--- src/rtl/tile_queue_pkg.sv ---
// Shared types and width helpers for the tile input queue.
//   state_e   : streaming FSM states.
//   ptr_w     : write-pointer width, counts 0..N*K inclusive.
//   cnt_w     : skew-counter width, counts 0..K+N-2.
//   idx_w     : flat storage index width, addresses 0..N*K-1.
//   pos_w     : per-channel position width, addresses 0..K-1.
package tile_queue_pkg;

  typedef enum logic [1:0] {IDLE, STREAM, DONE} state_e;

  function automatic int ptr_w(input int n, input int k);
    return $clog2(n * k + 1);
  endfunction

  function automatic int cnt_w(input int n, input int k);
    return (k + n > 1) ? $clog2(k + n) : 1;
  endfunction

  function automatic int idx_w(input int n, input int k);
    return (n * k > 1) ? $clog2(n * k) : 1;
  endfunction

  function automatic int pos_w(input int k);
    return (k > 1) ? $clog2(k) : 1;
  endfunction

endpackage

--- src/rtl/tile_queue_bank.sv ---
// One tile of operand storage: N*K words of DATA_WIDTH, channel-major
// (word p holds channel p/K, position p%K). Contents are not reset.
// Ports:
//   clk_i         clock
//   write_en_i    store write_data_i at write_addr_i on the rising edge
//   write_addr_i  flat word index p
//   write_data_i  word to store
//   read_pos_i    per-channel position to read (combinational)
//   read_data_o   per-channel word at that position
module tile_queue_bank
  import tile_queue_pkg::*;
#(
  parameter int N          = 8,
  parameter int K          = 8,
  parameter int DATA_WIDTH = 32,
  parameter int AW         = idx_w(N, K),
  parameter int QW         = pos_w(K)
) (
  input  logic                  clk_i,
  input  logic                  write_en_i,
  input  logic [AW-1:0]         write_addr_i,
  input  logic [DATA_WIDTH-1:0] write_data_i,
  input  logic [QW-1:0]         read_pos_i  [0:N-1],
  output logic [DATA_WIDTH-1:0] read_data_o [0:N-1]
);

  logic [DATA_WIDTH-1:0] mem [0:N*K-1];

  always_ff @(posedge clk_i) begin
    if (write_en_i) mem[write_addr_i] <= write_data_i;
  end

  always_comb begin
    for (int c = 0; c < N; c++) begin
      read_data_o[c] = mem[AW'(c * K) + AW'(read_pos_i[c])];
    end
  end

endmodule

--- src/rtl/tile_input_queue.sv ---
// Edge input queue for the systolic mesh: loads an N-channel x K-deep tile
// over a single-word write port and streams it out with diagonal skew
// (channel c delayed by c cycles).
// Build option: define TILE_INPUT_QUEUE_PING_PONG_EN for two banks, so a
// new tile can be written while the other bank streams.
// Ports:
//   clk_i, rstn_i        clock, asynchronous active-low reset
//   write_valid_i/ready_o/data_i   write handshake and word
//   write_reset_i        clear write pointer / full flag of the write bank
//   start_i              start streaming a full bank (IDLE only)
//   stall_i              freeze streaming
//   data_o/valid_o/last_o  per-channel skewed stream
//   busy_o, done_o       streaming status, one-cycle completion pulse
//   bank_full_o          write bank holds N*K words
//   queue_empty_o        idle with no full bank to stream
// Handshake: a write word transfers on a rising edge where write_valid_i and
// write_ready_o are both high; write_ready_o never depends on write_valid_i.
module tile_input_queue
  import tile_queue_pkg::*;
#(
  parameter int N          = 8,
  parameter int K          = 8,
  parameter int DATA_WIDTH = 32
) (
  input  logic                  clk_i,
  input  logic                  rstn_i,
  input  logic                  write_valid_i,
  output logic                  write_ready_o,
  input  logic [DATA_WIDTH-1:0] write_data_i,
  input  logic                  write_reset_i,
  input  logic                  start_i,
  input  logic                  stall_i,
  output logic [DATA_WIDTH-1:0] data_o [0:N-1],
  output logic [N-1:0]          valid_o,
  output logic [N-1:0]          last_o,
  output logic                  busy_o,
  output logic                  done_o,
  output logic                  bank_full_o,
  output logic                  queue_empty_o
);

  localparam int PW = ptr_w(N, K);
  localparam int CW = cnt_w(N, K);
  localparam int AW = idx_w(N, K);
  localparam int QW = pos_w(K);
  localparam logic [PW-1:0] FULL_PTR = PW'(N * K);
  localparam logic [CW-1:0] T_LAST   = CW'(K + N - 2);

  state_e                state;
  logic [CW-1:0]         t;
  logic [QW-1:0]         rd_pos  [0:N-1];
  logic [DATA_WIDTH-1:0] rd_data [0:N-1];
  logic [N-1:0]          in_win;
  logic [N-1:0]          at_end;
  logic                  rd_avail;
  logic                  start_ok;

  assign start_ok      = (state == IDLE) && start_i && rd_avail;
  assign queue_empty_o = !rd_avail && (state == IDLE);

  // Skew window: channel c carries element t-c while c <= t < c+K.
  always_comb begin
    for (int c = 0; c < N; c++) begin
      in_win[c] = 1'b0;
      at_end[c] = 1'b0;
      rd_pos[c] = '0;
      if (int'(t) >= c && int'(t) < c + K) begin
        in_win[c] = 1'b1;
        at_end[c] = (int'(t) - c == K - 1);
        rd_pos[c] = QW'(int'(t) - c);
      end
    end
  end

`ifdef TILE_INPUT_QUEUE_PING_PONG_EN
  logic                  rsel;
  logic                  wsel;
  logic [PW-1:0]         ptr [0:1];
  logic [1:0]            full;
  logic                  swap;
  logic                  clr;
  logic                  we;
  logic [DATA_WIDTH-1:0] rd_data0 [0:N-1];
  logic [DATA_WIDTH-1:0] rd_data1 [0:N-1];

  assign wsel          = ~rsel;
  assign full[0]       = (ptr[0] == FULL_PTR);
  assign full[1]       = (ptr[1] == FULL_PTR);
  assign rd_avail      = |full;
  assign bank_full_o   = full[wsel];
  assign write_ready_o = !full[wsel];
  // A start that takes over the write bank must not also see it cleared.
  assign swap          = start_ok && full[wsel];
  assign clr           = write_reset_i && !swap;
  assign we            = write_valid_i && write_ready_o && !clr;

  always_ff @(posedge clk_i or negedge rstn_i) begin
    if (!rstn_i) begin
      rsel   <= 1'b0;
      ptr[0] <= '0;
      ptr[1] <= '0;
    end else begin
      if (swap) rsel <= wsel;
      for (int b = 0; b < 2; b++) begin
        if (state == DONE && rsel == 1'(b)) ptr[b] <= '0;
        else if (clr && wsel == 1'(b))      ptr[b] <= '0;
        else if (we && wsel == 1'(b))       ptr[b] <= ptr[b] + PW'(1);
      end
    end
  end

  tile_queue_bank #(.N(N), .K(K), .DATA_WIDTH(DATA_WIDTH), .AW(AW), .QW(QW)) u_bank0 (
    .clk_i        (clk_i),
    .write_en_i   (we && !wsel),
    .write_addr_i (ptr[0][AW-1:0]),
    .write_data_i (write_data_i),
    .read_pos_i   (rd_pos),
    .read_data_o  (rd_data0)
  );

  tile_queue_bank #(.N(N), .K(K), .DATA_WIDTH(DATA_WIDTH), .AW(AW), .QW(QW)) u_bank1 (
    .clk_i        (clk_i),
    .write_en_i   (we && wsel),
    .write_addr_i (ptr[1][AW-1:0]),
    .write_data_i (write_data_i),
    .read_pos_i   (rd_pos),
    .read_data_o  (rd_data1)
  );

  always_comb begin
    for (int c = 0; c < N; c++) rd_data[c] = rsel ? rd_data1[c] : rd_data0[c];
  end
`else
  logic [PW-1:0] wr_ptr;
  logic          wr_full;
  logic          locked;
  logic          clr;
  logic          we;

  assign wr_full       = (wr_ptr == FULL_PTR);
  assign rd_avail      = wr_full;
  assign bank_full_o   = wr_full;
  // The only bank is being read from STREAM until done_o; keep it frozen.
  assign locked        = (state == STREAM) || busy_o;
  assign write_ready_o = !wr_full && !locked;
  assign clr           = write_reset_i && !locked;
  assign we            = write_valid_i && write_ready_o && !clr;

  always_ff @(posedge clk_i or negedge rstn_i) begin
    if (!rstn_i)                    wr_ptr <= '0;
    else if (clr || state == DONE)  wr_ptr <= '0;
    else if (we)                    wr_ptr <= wr_ptr + PW'(1);
  end

  tile_queue_bank #(.N(N), .K(K), .DATA_WIDTH(DATA_WIDTH), .AW(AW), .QW(QW)) u_bank (
    .clk_i        (clk_i),
    .write_en_i   (we),
    .write_addr_i (wr_ptr[AW-1:0]),
    .write_data_i (write_data_i),
    .read_pos_i   (rd_pos),
    .read_data_o  (rd_data)
  );
`endif

  // FSM with registered outputs. busy_o/done_o are the state delayed one
  // cycle so they line up with the registered stream: busy_o covers the
  // cycles carrying data, done_o follows the final element.
  always_ff @(posedge clk_i or negedge rstn_i) begin
    if (!rstn_i) begin
      state   <= IDLE;
      t       <= '0;
      valid_o <= '0;
      last_o  <= '0;
      busy_o  <= 1'b0;
      done_o  <= 1'b0;
      for (int c = 0; c < N; c++) data_o[c] <= '0;
    end else begin
      busy_o  <= (state == STREAM);
      done_o  <= (state == DONE);
      valid_o <= '0;
      last_o  <= '0;
      case (state)
        IDLE: begin
          if (start_ok) begin
            state <= STREAM;
            t     <= '0;
          end
        end
        STREAM: begin
          // While stalled, t and data_o hold; valid/last drop to 0.
          if (!stall_i) begin
            valid_o <= in_win;
            last_o  <= at_end;
            for (int c = 0; c < N; c++) data_o[c] <= in_win[c] ? rd_data[c] : '0;
            if (t == T_LAST) state <= DONE;
            else             t     <= t + CW'(1);
          end
        end
        DONE: begin
          state <= IDLE;
          t     <= '0;
          for (int c = 0; c < N; c++) data_o[c] <= '0;
        end
        default: state <= IDLE;
      endcase
    end
  end

endmodule

--- config.mk ---
export PLATFORM = sky130hd
export DESIGN_NAME = tile_input_queue
export DESIGN_NICKNAME = d
export VERILOG_FILES = /design/src/rtl/tile_queue_pkg.sv /design/src/rtl/tile_queue_bank.sv /design/src/rtl/tile_input_queue.sv
export SDC_FILE = /design/constraint.sdc
export NUM_CORES = 2
export LEC_CHECK = 0
export CAP_MARGIN = 40
export CORE_MARGIN = 10
export CORE_UTILIZATION = 55
export CTS_CLUSTER_SIZE = 20
export DETAILED_ROUTE_END_ITERATION = 12
export PLACE_DENSITY = 0.74
export SETUP_SLACK_MARGIN = 0.1
export SLEW_MARGIN = 5
export SYNTH_ARGS = -nofsm -noshare
export SYNTH_HDL_FRONTEND = slang
export SYNTH_SLANG_ARGS = --single-unit
--- constraint.sdc ---
create_clock -name clk_i -period 5.4 [get_ports clk_i]
set_input_delay 0.54 -clock clk_i [delete_from_list [all_inputs] [get_ports clk_i]]
set_output_delay 0.54 -clock clk_i [all_outputs]
set_load 0.005 [all_outputs]
# After elaboration in Yosys (flattened, before gate mapping)
# Memory sizes are Yosys's and may differ from the RTL's.
# Cells that the tools add are included.
# Widths: inputs -> output; s select.
[word_totals] output_inout_bits=277 romBits=0 mem_count=1 register_bits=287 ram_bits=2048 inputBits=38 latch_bits=0 word_cells=139
[classes] magnitude_cmp=15 mul=0 n_bitwise=0 add_sub_neg=16 n_shift=0 n_eq_ne=16 mux=50 reduce_logical=26 n_div=0
[mem_list] name="u_bank.mem" depth=64 word_bits=32 read_ports=8 rd_clocked_by_memory_dff=0 wr=1 line_no="tile_queue_bank.sv:27" source="logic [DATA_WIDTH-1:0] mem [0:N*K-1];"
[ops] op="$pmux 256 s2" n=1
[ops] op="$mux 256" n=1
[ops] op="$mux 32" n=8
[ops] op="$eq 32x4->1 const B" n=7
[ops] op="$lt 4x4->1 const B" n=8
[ops] op="$mux 8" n=4
[ops] op="$mux 3" n=8
[ops] op="$sub 4x3->5 const B" n=4
[ops] op="$mux 1" n=18
[ops] op="$ge 4x3->1 const B" n=4
[ops] op="$logic_and 1x1->1" n=14
[ops] op="$mux 7" n=2
[ops] op="$add 5x3->6 const A" n=2
[ops] op="$add 6x3->6 const A" n=2
[ops] op="$mux 4" n=3
[ops] op="$pmux 4 s3" n=1
[ops] op="$sub 4x2->5 const B" n=2
[ops] op="$eq 4x4->1 const B" n=2
[ops] op="$ge 4x2->1 const B" n=2
[ops] op="$add 7x1->7 const B" n=1
[ops] op="$eq 7x7->1 const B" n=1
[ops] op="$add 5x4->6 const A" n=1
[ops] op="$mux 2" n=3
[ops] op="$ne 2x2->1 const B" n=3
[ops] op="other kinds (17)" n=21

# Longest topological paths before layout
[logic_depth] ltp_word=8 mapped_depth=15 depth_no_buf=9

# Hierarchy
# Synthesis repeated with hierarchy kept, for this count alone.
[hier_totals] hier_cells=3858 hier_area_um2=89374.5
[by_module_without_submodules] mod="tile_queue_bank" area_each_um2=78396.4 n_inst=1 cells_per_inst=3055
[by_module_without_submodules] mod="tile_input_queue" area_each_um2=10978.0 n_inst=1 cells_per_inst=803

# Worst setup path after synthesis
# No wires, ideal clock.
[synth_timing] kind="register to register" start="register wr_ptr[0]" end="memory u_bank.mem[59][0], enable pin" stages_incl_launch_ff=9 setup_time_ns=0.421 path_buffers=1 path_slack_ns=1.566 arrival_ns=3.413 t_required_ns=4.979 cell_sequence="dfrtp_1 clkbuf_1 inv_1 ha_1 and3b_1 a2111oi_4 nor2b_1 nand3_1 nor2_1"
[synth_via] elab_chain_cells=7
[synth_rtl] item="start, declared" line_no="tile_input_queue.sv:134" source="logic [PW-1:0] wr_ptr;"
[synth_rtl] item="start signal, assigned" line_no="tile_input_queue.sv:152" source="else if (we) wr_ptr <= wr_ptr + PW'(1);"
[synth_rtl] item="$eq 7x7->1" line_no="tile_input_queue.sv:140" source="assign wr_full = (wr_ptr == FULL_PTR);"
[synth_rtl] item="$logic_not 1->1" line_no="tile_input_queue.sv:145" source="assign write_ready_o = !wr_full && !locked;"
[synth_rtl] item="$logic_and 1x1->1" line_no="tile_input_queue.sv:145"
[synth_rtl] item="$logic_and 1x1->1 (2 in series)" line_no="tile_input_queue.sv:147" source="assign we = write_valid_i && write_ready_o && !clr;"
[synth_rtl] item="$mux 1" line_no="tile_queue_bank.sv:30" source="if (write_en_i) mem[write_addr_i] <= write_data_i;"
[synth_rtl] item="$mux 1 (not written as such)" line_no="tile_queue_bank.sv:30"
[synth_rtl] item="end, declared" line_no="tile_queue_bank.sv:27"
# Parallel ways exist; a longest one is shown, timed or not.

# Worst setup path in the final report
[layout_timing] start="register t[0]" end="register data_o[78] (netlist name)"
[layout_via] elab_chain_cells=8 word_cells_on_any_way=11 classes_between="2 x add/sub; 2 x order compare; 5 x mux; 1 x reduce/logical; 1 x memory"
[layout_rtl] item="start, declared" line_no="tile_input_queue.sv:50" source="logic [CW-1:0] t;"
[layout_rtl] item="start signal, assigned" line_no="tile_input_queue.sv:196" source="else t <= t + CW'(1);"
[layout_rtl] item="$ge 4x3->1 / $lt 4x4->1 (equally long branches)" line_no="tile_input_queue.sv:67" source="if (int'(t) >= c && int'(t) < c + K) begin"
[layout_rtl] item="$logic_and 1x1->1" line_no="tile_input_queue.sv:67"
[layout_rtl] item="$mux 3" line_no="tile_input_queue.sv:67"
[layout_rtl] item="$add 6x3->6" line_no="tile_queue_bank.sv:35" source="read_data_o[c] = mem[AW'(c * K) + AW'(read_pos_i[c])];"
[layout_rtl] item="$mem_v2 64x32"
[layout_rtl] item="$mux 32 (*)" line_no="tile_input_queue.sv:194" source="for (int c = 0; c < N; c++) data_o[c] <= in_win[c] ? rd_data[c] : '0;"
[layout_rtl] item="$mux 256 (*)" line_no="tile_input_queue.sv:191" source="if (!stall_i) begin"
[layout_rtl] item="$pmux 256 s2 (*)" line_no="tile_input_queue.sv:182" source="case (state)"
[layout_rtl] item="end, declared" line_no="tile_input_queue.sv:33" source="output logic [DATA_WIDTH-1:0] data_o [0:N-1],"
# Every way passes the cells marked *; elsewhere a longest branch is shown, timed or not. The select of a mux whose other input is x is not followed.
# A chain may end at the register's enable or synchronous reset.

==> metrics.csv <==
stage,metric,value,unit
timing,relSlewSlack,26.1,%
route,route.detailed.drc,0,
yosys,ys_dominant_reg_cell,edfxtp_1,
clock_network,clock_path_buffers,3,
job,maxCapViolations,0,
yosys,synth_most_common_cell,edfxtp_1,
worst_setup_path,startpoint_type,flop,
power,p_total,35.4,mW
worst_setup_path,ff2ff_path_depth,9,
final_layout,drive_gt1_share,16.2,%
timing,setup-tns-final,0,ns
timing,min_period,4.18,ns
power,share_clk_of_total_power,43.1,%
yosys,synth_area_per_cell,18.2,sq um
timing,finClkSkew,0.0303,ns
place,dpl.cell_count,7233,
worst_setup_path,cp_num_cells,9,
route,drt_iter0_markers,5265,
timing,drv_slew,0,
power,intPower,28.3,mW
final_layout,area_growth,16.1,%
route,detail_route.wl_per_cell,29.5,um
power,leakage,34.8,nW
floorplanning,die_w,421,um
worst_setup_path,crit_chain,inv_4 -> ha_1 -> nor2b_2 -> nor2b_2 -> and3_4 -> buf_4 -> mux2_2 -> a22o_1 -> a221o_1,
power,switching_share,19.9,%
min_path,hold_path_class,in -> async,
power,p_comb_share,1.3,%
yosys,netlist_top_cells_count,"edfxtp_1, mux2i_1, nand2_1",
floorplanning,rows,147,
global_route,antenna_found_initial,3,
worst_setup_path,cp_common_cell,nor2b_2,
yosys,ys_warn_count,0,
yosys,async_reset_ff_share,12.3,%
floorplanning,ios,315,
worst_setup_path,reg2reg_to,data_o[78],
clock_network,cts_tree,yes,
floorplanning,core-area,160000,sq um
worst_setup_path,cp.buffers_inverters,2,
final_layout,n_fill_cell,10600,
clock_network,clk_pin_slew_worst_paths,0.06,ns
worst_setup_path,critical_path_class,reg -> reg,
worst_setup_path,cp_slowest_cell,dfrtp_4,
place,hpwl,127000,um
power,seqPwrFrac,55.6,%
power,ir_drop,336,uV
global_route,grt_pass1_wl,329000,um
yosys,syn-cell-area,88500,sq um
yosys,ys_ff_latch,2335,
worst_setup_path,critPathArrivalTime,4.92,ns
route,vias,48200,
clock_network,h-tree-depth,4,
final_layout,nNetsFinal,5346,
yosys,synth_top_area_share,69.5,%
worst_setup_path,reg2reg_from,t[0],
clock_network,cts_setup_buffers,0,
yosys,yosys.area.top_type,edfxtp_1,
worst_setup_path,required,6.14,ns
yosys,synthTopCellsByArea,"edfxtp_1, dfrtp_1, mux2i_1",
timing,setup_viol,0,
global_route,grt_max_degree,145,
clock_network,cts.sinks,2335,
global_route,grt_usage,24.9,%
floorplanning,die_y,421,um
timing,tightest_slew,1.11,ns
worst_setup_path,crit_fanout,53,
global_route,overflow,0,
yosys,ys_seq_area_share,77.6,%
route,routed_wl,226000,um
clock_network,hold_buffers,1,
route,detail_route.first_pass.iterations,6,
clock_network,cts_made_buffers,215,
timing,rsz0062_at_grt,false,
global_route,grt_pass1_vias,48700,
place,gp_congestion,0.798,
power,cellPowerDensity,344,nW/um^2
clock_network,root_buffer,clkbuf_16,
worst_setup_path,endpoint_kind,flop,
power,p_sw,7.05,mW
worst_setup_path,endpoint,data_o[78],
clock_network,ctsResizeCount,0,
floorplanning,start_util,55.2,%
timing,timing.final.ws_setup,1.22,ns
status,status,finished clean,
yosys,synth-edff-count,2048,
worst_setup_path,regToRegSetupSlack,1.22,ns
timing,max_freq,239,MHz
timing,period_share,77.5,%
worst_setup_path,startpoint,t[0],
route,ant_nets,0,
yosys,postSynthCellCount,4872,
floorplanning,die_area,177000,sq um
worst_setup_path,cpPeakStageDelay,0.66,ns
place,io_buffers,314,
clock_network,worstSkewPairLatency,0.88,ns
place,dp_slack,1.22,ns
timing,hold_violations,0,
worst_setup_path,path_delay_family,simple AND/OR/NAND/NOR gates,
yosys,syn-num-nets,4925,
yosys,ys_types,78,
route,vias_per_cell,6.31,
final_layout,instances_no_fill,7644,
timing,hold_ws,0.221,ns
routing by layer:
layer  track usage [%]  share of wire [%]
met5                 0                  0
met4              11.2                4.8
met3              5.03                7.8
met2              41.5                 50
met1              31.6                 38
worst min-delay path by stage:
stage	slack, ns	startpoint	to	depth (start not counted)
4_1_cts	0.19	write_data_i[9]	u_bank.mem[59][9]	2
3_5_place_dp	0.46	data_o[30]	data_o[30]	2
5_1_grt	0.19	write_data_i[9]	u_bank.mem[59][9]	2
6_report	0.22	rstn_i	data_o[50]	2
2_1_floorplan	0.24	rstn_i	busy_o	0
3_3_place_gp	0.45	data_o[30]	data_o[30]	2
cells in the final DEF, fill, tap and decap left out, drive strengths merged, types with 7 or more instances in the layout:
cell type	count
a211o	8
a211oi	7
a21oi	58
a221o	170
a221oi	44
a222oi	13
a22o	30
a22oi	34
a31oi	64
a32o	34
and2	9
buf	226
bufinv	18
clkbuf	305
clkdlybuf4s50	281
clkinv	73
dfrtp	287
edfxtp	2048
ha	15
inv	18
mux2	73
mux2i	449
mux4	162
nand2	360
nand2b	37
nand3	42
nor2	127
nor2b	9
nor3	14
nor3b	7
o211ai	31
o21ai	258
o22ai	110
sequential cells by signal, summed over array words and instances (netlist names):
register,flops
busy_o,1
last_o,8
t,4
valid_o,8
state,2
u_bank.mem,2048
data_o,256
done_o,1
wr_ptr,7
stage by stage:
stage               utilization [%]  area [sq um]
floorplan                         -         88500
global placement               59.1         94700
detailed placement             59.6         95500
CTS                            64.1        103000
global route                   64.1        103000
finish                         64.1        103000
kinds of logic (layout without fill, tap and decap cells):
kind of cell,count (synthesis),count (layout),share of synthesized area (%)
other cells,0,1,0
xor+xnor,7,7,0.0778
fa+ha+maj,15,15,0.212
buf+inv,315,926,1.64
compound gates,881,881,7.12
mux,684,684,10.2
flops,2335,2335,77.6
simple gates,635,635,3.14
cell type report:
type,count,area (sq um),area share (%)
Timing Repair Buffer,508,5140,5.00
Clock buffer,305,5960,5.80
Sequential cell,2335,68700,66.9
Multi-Input combinational cell,2222,19000,18.5
Antenna cell,1,2.50,0.00244
Clock inverter,102,1200,1.17
Tap cell,2160,2700,2.63
Inverter,11,46.3,0.0451
power groups by stage:
| stage | combinational (mW) | clock (mW) | sequential, mW |
|---|---|---|---|
| 2_1_floorplan | 0.0294 | 0 | 20.0 |
| 6_report | 0.475 | 15.2 | 19.7 |
| 5_1_grt | 0.503 | 16.1 | 19.7 |
| 4_1_cts | 0.472 | 15.4 | 19.7 |
| 3_3_place_gp | 0.442 | 0 | 20.0 |
| 3_5_place_dp | 0.471 | 0 | 20.0 |
Note: power is estimated with default switching activity, not from simulation.
